[config.mk]
export PLATFORM = sky130hd
export DESIGN_NAME = pipeline_hazard_ctrl
export DESIGN_NICKNAME = d
export VERILOG_FILES = /design/src/rtl/pipeline_hazard_ctrl.sv
export SDC_FILE = /design/constraint.sdc
export NUM_CORES = 1
export LEC_CHECK = 0
export ABC_CLOCK_PERIOD_IN_PS = 6090
export CORE_MARGIN = 2
export CORE_UTILIZATION = 28
export DETAILED_ROUTE_END_ITERATION = 7
export GPL_TIMING_DRIVEN = 0
export SLEW_MARGIN = 10
export SYNTH_ARGS = -nofsm -noshare
export SYNTH_HDL_FRONTEND = slang
export SYNTH_SLANG_ARGS = --single-unit
[constraint.sdc]
create_clock -name clk -period 6.09 [get_ports clk]
set_input_delay 0.609 -clock clk [delete_from_list [all_inputs] [get_ports clk]]
set_output_delay 0.609 -clock clk [all_outputs]
set_load 0.05 [all_outputs]
[src/rtl/pipeline_hazard_ctrl.sv]
// Hazard controller for a 5-stage RISC-V pipeline: execute-stage forwarding,
// load-use and branch handling, data-memory wait sequencing and perf counters.
module pipeline_hazard_ctrl #(
    parameter int MEM_TIMEOUT = 16,
    parameter int CNT_W       = 16
) (
    input  logic             clk,
    input  logic             rst,
    input  logic [4:0]       RS1_D,
    input  logic [4:0]       RS2_D,
    input  logic [4:0]       RS1_E,
    input  logic [4:0]       RS2_E,
    input  logic [4:0]       RD_E,
    input  logic [4:0]       RD_M,
    input  logic [4:0]       RD_W,
    input  logic             RegWriteM,
    input  logic             RegWriteW,
    input  logic             ResultSrcE,
    input  logic             PCSrcE,
    input  logic             MemReqM,
    input  logic             MemReadyM,
    input  logic             perf_clr,
    output logic [1:0]       ForwardAE,
    output logic [1:0]       ForwardBE,
    output logic             StallF,
    output logic             StallD,
    output logic             StallE,
    output logic             StallM,
    output logic             FlushD,
    output logic             FlushE,
    output logic             FlushW,
    output logic             mem_err,
    output logic [CNT_W-1:0] stall_cnt,
    output logic [CNT_W-1:0] flush_cnt
);

    typedef enum logic [1:0] {RUN, MEM_WAIT, HALT} state_t;

    state_t     state;
    logic [7:0] wait_cnt;
    logic       lu;
    logic       mw;
    logic       run_rules;
    logic       hold_all;
    logic       branch;
    logic       lu_stall;

    // Memory stage wins over writeback because it holds the younger result.
    function automatic logic [1:0] fwd_sel(input logic [4:0] rs,
                                           input logic       wr_m,
                                           input logic [4:0] rd_m,
                                           input logic       wr_w,
                                           input logic [4:0] rd_w);
        if (wr_m && rd_m != 5'd0 && rd_m == rs)
            return 2'b10;
        else if (wr_w && rd_w != 5'd0 && rd_w == rs)
            return 2'b01;
        else
            return 2'b00;
    endfunction

    assign ForwardAE = fwd_sel(RS1_E, RegWriteM, RD_M, RegWriteW, RD_W);
    assign ForwardBE = fwd_sel(RS2_E, RegWriteM, RD_M, RegWriteW, RD_W);

    assign lu = ResultSrcE && RD_E != 5'd0 && (RD_E == RS1_D || RD_E == RS2_D);
    assign mw = MemReqM && !MemReadyM;

    // The release cycle of a memory wait applies the RUN rules directly (Mealy).
    always_comb begin
        // NOTE: every signal assigned here gets a default first, so no latch is inferred.
        run_rules = 1'b0;
        hold_all  = 1'b0;
        case (state)
            RUN:      run_rules = 1'b1;
            MEM_WAIT: if (MemReadyM) run_rules = 1'b1; else hold_all = 1'b1;
            default:  hold_all = 1'b1;
        endcase
        if (run_rules && mw)
            hold_all = 1'b1;
        branch   = run_rules && !mw && PCSrcE;
        lu_stall = run_rules && !mw && !PCSrcE && lu;
    end

    assign StallF = rst && (hold_all || lu_stall);
    assign StallD = rst && (hold_all || lu_stall);
    assign StallE = rst && hold_all;
    assign StallM = rst && hold_all;
    assign FlushD = rst && branch;
    assign FlushE = rst && (branch || lu_stall);
    assign FlushW = rst && hold_all;

    // NOTE: sequential state uses non-blocking assignments so all registers update together.
    always_ff @(posedge clk or negedge rst) begin
        if (!rst) begin
            state    <= RUN;
            wait_cnt <= 8'd0;
            mem_err  <= 1'b0;
        end else begin
            case (state)
                RUN: begin
                    if (mw) begin
                        state    <= MEM_WAIT;
                        wait_cnt <= 8'd1;
                    end
                end
                MEM_WAIT: begin
                    if (MemReadyM) begin
                        state    <= RUN;
                        wait_cnt <= 8'd0;
                    end else begin
                        wait_cnt <= wait_cnt + 8'd1;
                        if (wait_cnt == 8'(MEM_TIMEOUT - 1)) begin
                            state   <= HALT;
                            mem_err <= 1'b1;
                        end
                    end
                end
                default: state <= HALT;
            endcase
        end
    end

    // Only branch-caused squashes count as flushes; load-use bubbles do not.
    always_ff @(posedge clk or negedge rst) begin
        if (!rst) begin
            stall_cnt <= '0;
            flush_cnt <= '0;
        end else if (perf_clr) begin
            stall_cnt <= '0;
            flush_cnt <= '0;
        end else begin
            if (StallF && stall_cnt != '1)
                stall_cnt <= stall_cnt + CNT_W'(1);
            if (FlushD && flush_cnt != '1)
                flush_cnt <= flush_cnt + CNT_W'(1);
        end
    end

endmodule

# Yosys cells after proc, flatten, opt, wreduce, memory -nomap -nowiden
# Index checks and enable logic that the tools add are counted.
# word_totals
input_bits,44
reg_bits,43
out_inout_bits,44
# op_classes
addsub,3
eq_ne,12
mux,20
reduce_logical,36
bitwise,1
# ops
operator,n
two-way mux 16 bit,4
adder 16 x 1 -> 16 bit (second input constant),2
!= test 16 bit (second input constant),2
== test 5 bit,6
logical AND 1 bit,20
two-way mux 8 bit,2
case mux 8 bit (2 select lines),1
nonzero test 5 bit,3
two-way mux 2 bit,5
adder 8 x 1 -> 8 bit (second input constant),1
== test 8 x 4 -> 1 bit (second input constant),1
nonzero test 2 bit,3
two-way mux 1 bit,5
case mux 1 bit (2 select lines),2
case mux 2 bit (2 select lines),1
AND reduction 2 bit,2
zero test 1 bit,3
logical OR 1 bit,3
!= test 3 bit (second input constant),1
AND reduction 3 bit,1
== test 2 x 1 -> 1 bit (second input constant),1
zero test 2 bit,1
!= test 2 bit (second input constant),1
inverter 1 bit,1

# Longest topological paths before layout
# depth
word_depth,11
mapped_depth,8
mapped_depth_nobuf,7

# Least setup slack after synthesis
# No wires, ideal clock.
# synth_timing
kind,input port to output port
startpoint,in RD_M[3]
endpoint,out ForwardAE[0]
setup_slack_ns,2.295
cell_stages,4
required_time_ns,5.481
t_arrival_ns,3.186
n_path_buf,0
path_cell_list,or4_1 o21ai_0 nor4_1 nor4_1
# synth_between
elab_chain_cells,4
elab_cells_between_ends,5
classes_between,eq/ne: 1; mux: 1; reduce/logical: 3
# synth_rtl
item,line_no,text
from (decl),14,"input logic [4:0] RD_M,"
nonzero test 5 bit,54,if (wr_m && rd_m != 5'd0 && rd_m == rs)
logical AND 1 bit,54,
logical AND 1 bit (*),54,
two-way mux 2 bit (*),54,
to (decl),23,"output logic [1:0] ForwardAE,"
# Every way passes the cells marked *; elsewhere a longest branch is shown, timed or not.

# Worst setup path in the final report
# layout_timing
startpoint,in RD_E[1]
endpoint,out StallF
# layout_between
elab_chain_cells,6
elab_cells_between_ends,9
classes_between,eq/ne: 2; reduce/logical: 7
# layout_rtl
item,line_no,text
from (decl),13,"input logic [4:0] RD_E,"
== test 5 bit or nonzero test 5 bit (tied branches),65,assign lu = ResultSrcE && RD_E != 5'd0 && (RD_E == RS1_D || RD_E == RS2_D);
logical OR 1 bit or logical AND 1 bit (tied branches),65,
logical AND 1 bit (*),65,
logical AND 1 bit (*),81,lu_stall = run_rules && !mw && !PCSrcE && lu;
logical OR 1 bit (*),84,assign StallF = rst && (hold_all || lu_stall);
logical AND 1 bit (*),84,
to (decl),25,"output logic StallF,"
# Marked as above.

==> impl_metrics.toml <==
[sta]
worstMarginPinSlew_ns = 0.604
fmaxAchievable_ghz = 0.261
setup_ws_ns = 2.26
relSlewSlack_pct = 59.4
final-max-slew-violation-count = 0
layout_min_cycle_time_ns = 3.83
period_share_pct = 62.9
rsz0062_at_grt = "false"
final.setup_skew_ns = 0.00839
finalSetupViolations = 0
hold_viol_final = 0
tns_ns = 0

[synth]
ys.flop_type = "dfrtp_1"
synth_warnings = 0
synth_edf_count = 0
syn_nets = 339
synth_area_sq_mm = 0.00271
synthArstFlopShare_pct = 100
netlist_instances = 292
yosysSeqAreaShare_pct = 39.7
synth_top_area_share_pct = 39.7
synth_cell_types = 49
yosysTopAreaCell = "dfrtp_1"
synth-seq-cells = 43
syn_area_per_cell_sq_um = 9.28
synth_area_leaders = "dfrtp_1, xor2_1, xnor2_1, nand3_1, nor2_1"

[clock_network]
clock-sinks = 43
tritoncts = "yes"
cts_resized = 0
h-tree-depth = 2
clkTransAtPathRegs_ns = 0.09
clk_latency_ns = 0.30
postCtsHoldBufs = 0
clock_tree.buffer_depth = 2
cts.root.buffer_cell = "clkbuf_8"
cts_buffers = 5
cts_setup_buffers = 0

[critical_path]
rr_worst_depth = 8
crit_type = "in2out"
path_max_fanout = 9
cp_data_arrival_time_ns = 3.22
worstPathRequired_ns = 5.48
critPathLaunchType = "primary input"
endpoint_kind = "primary output"

[grt]
grt_max_degree = 29
grt_usage_pct = 13.4
grt_pass1_vias = 2427
grt_pass1_wl_microns = 11300
gr-total-overflow = 0
antenna_found_initial = 0

[detailed_routing]
ant_nets = 0
drcViolationCount = 0
vias = 2475
via_per_inst = 4.80
totalWireLength_microns = 6830
routedWlPerCell_microns = 13.2
drt_first_pass_iters = 4
drtIter0Drc = 80

[layout]
most-common-layout-cells = "clkdlybuf4s50_1, dfrtp_1, xor2_1"
design_area_sq_mm = 0.00386
final_util_pct = 41.4
drive_gt1_share_pct = 7.24
fin_nets = 433
nFillCells = 933
mostFrequentLayoutCell = "clkdlybuf4s50_1"
diodes = 0
area_delta_synth_final_pct = 42.4

[power]
power_density_mw_per_mm2 = 167
seqPwrFrac_pct = 46.0
ir_drop_uv = 83.0
finalPower_w = 0.000645
p_int_w = 0.000471
pwr-share-comb_pct = 18.8
pwr-share-clk_pct = 35.2
switchingPower_w = 0.000175
sw_frac_of_total_pct = 27.1
power.leakage_nw = 1.52

[floorplan]
fp.coreArea_sq_mm = 0.00933
rows = 35
die-area_sq_mm = 0.0105
die_y_microns = 102
pin_count = 88
fp.dieW_microns = 102
start_util_pct = 29.1

[placement]
dpl_cell_area_sq_mm = 0.00375
place.gp.congestion = 0.825
port_buffers = 86
dp_hpwl_microns = 5270
pre_cts_ws_ns = 2.24

[outcome]
outcome = "finished, final reports clean"

[worst_hold_path]
worstHoldPathType = "in2async"

[job]
drv_cap = 0
synth_stat cells (2+ instances only):
master,instances
and4_1,3
buf_2,2
a21oi_1,10
nor2b_1,5
o21ai_0,20
nand3_1,22
dfrtp_1,43
o31ai_1,3
nand2_1,15
mux2i_1,2
inv_1,11
or3_1,9
or2_1,2
ha_1,3
o21ai_1,3
nor4_1,7
clkbuf_1,4
xnor2_1,18
xor2_1,30
nor2_1,27
buf_4,3
and3_1,7
or4_1,10
nand4_1,7
mux2_1,2
per-layer routing:
layer  track usage (%)  vias up  wire [microns]
met5                 0        -               0
met4              3.18        0              62
met3              3.63        7             471
met2              21.5       71            3120
met1              18.1     1159            3180
li1                  -     1238               -
metrics by stage:
stage,hold slack [ns],instances
detailed placement,0.458,508
finish,0.252,516
CTS,0.265,516
global placement,0.457,507
global route,0.293,516
floorplan,0.313,292
state kept, by name (all words and copies together) (netlist names):
name / count
flush_cnt: 16
wait_cnt: 8
state: 2
mem_err: 1
stall_cnt: 16
power by group through the flow:
stage	Sequential (W)	Clock (W)	Combinational, W
6_report	0.000297	0.000227	0.000121
5_1_grt	0.000298	0.000244	0.000134
4_1_cts	0.000297	0.000237	0.000124
3_5_place_dp	0.000303	0	0.000123
3_3_place_gp	0.000302	0	0.000120
2_1_floorplan	0.000307	0	0.0000567
critical path, stage by stage:
cell,delay (ns)
clkdlybuf4s50_1,0.46
or4_1,0.57
o21ai_2,0.17
nor2_1,0.08
a21oi_2,0.35
inv_1,0.14
buf_4,0.15
clkdlybuf4s50_1,0.68
path summary, 6_finish.rpt:
check,from,endpoint,slack [ns]
min in group clk,mem_err$_DFFE_PN0P_,mem_err$_DFFE_PN0P_,0.48
max,RD_E[1],StallF,2.26
min,rst,stall_cnt[9]$_DFFE_PN0P_,0.25
max reg2reg,stall_cnt[0]$_DFFE_PN0P_,stall_cnt[1]$_DFFE_PN0P_,3.66
min reg2reg,mem_err$_DFFE_PN0P_,mem_err$_DFFE_PN0P_,0.48
max in group asynchronous,rst,wait_cnt[0]$_DFFE_PN0P_,5.33
final cells by class:
cell class                 count  area (sq um)  area share, %
tap                          129           161           4.18
clock inverter                 3          43.8           1.13
multi-input combinational    228          1530           39.7
sequential                    43          1080           27.9
timing repair buffer          87           876           22.7
buffer                        10          58.8           1.52
inverter                      11          41.3           1.07
clock buffer                   5          68.8           1.78
logic make-up after synthesis:
| family | count (synthesis) | synth area share (%) |
|---|---|---|
| xor gates and xnor gates | 48 | 15.5 |
| DFF | 43 | 39.7 |
| buffers and inverters | 21 | 3.69 |
| AOI/OAI and AO/OA | 50 | 13.1 |
| and+or+nand+nor | 123 | 25.1 |
| muxes | 4 | 1.57 |
| adders and majority gates | 3 | 1.39 |
No activity file was read; power rests on OpenSTA's default activity.
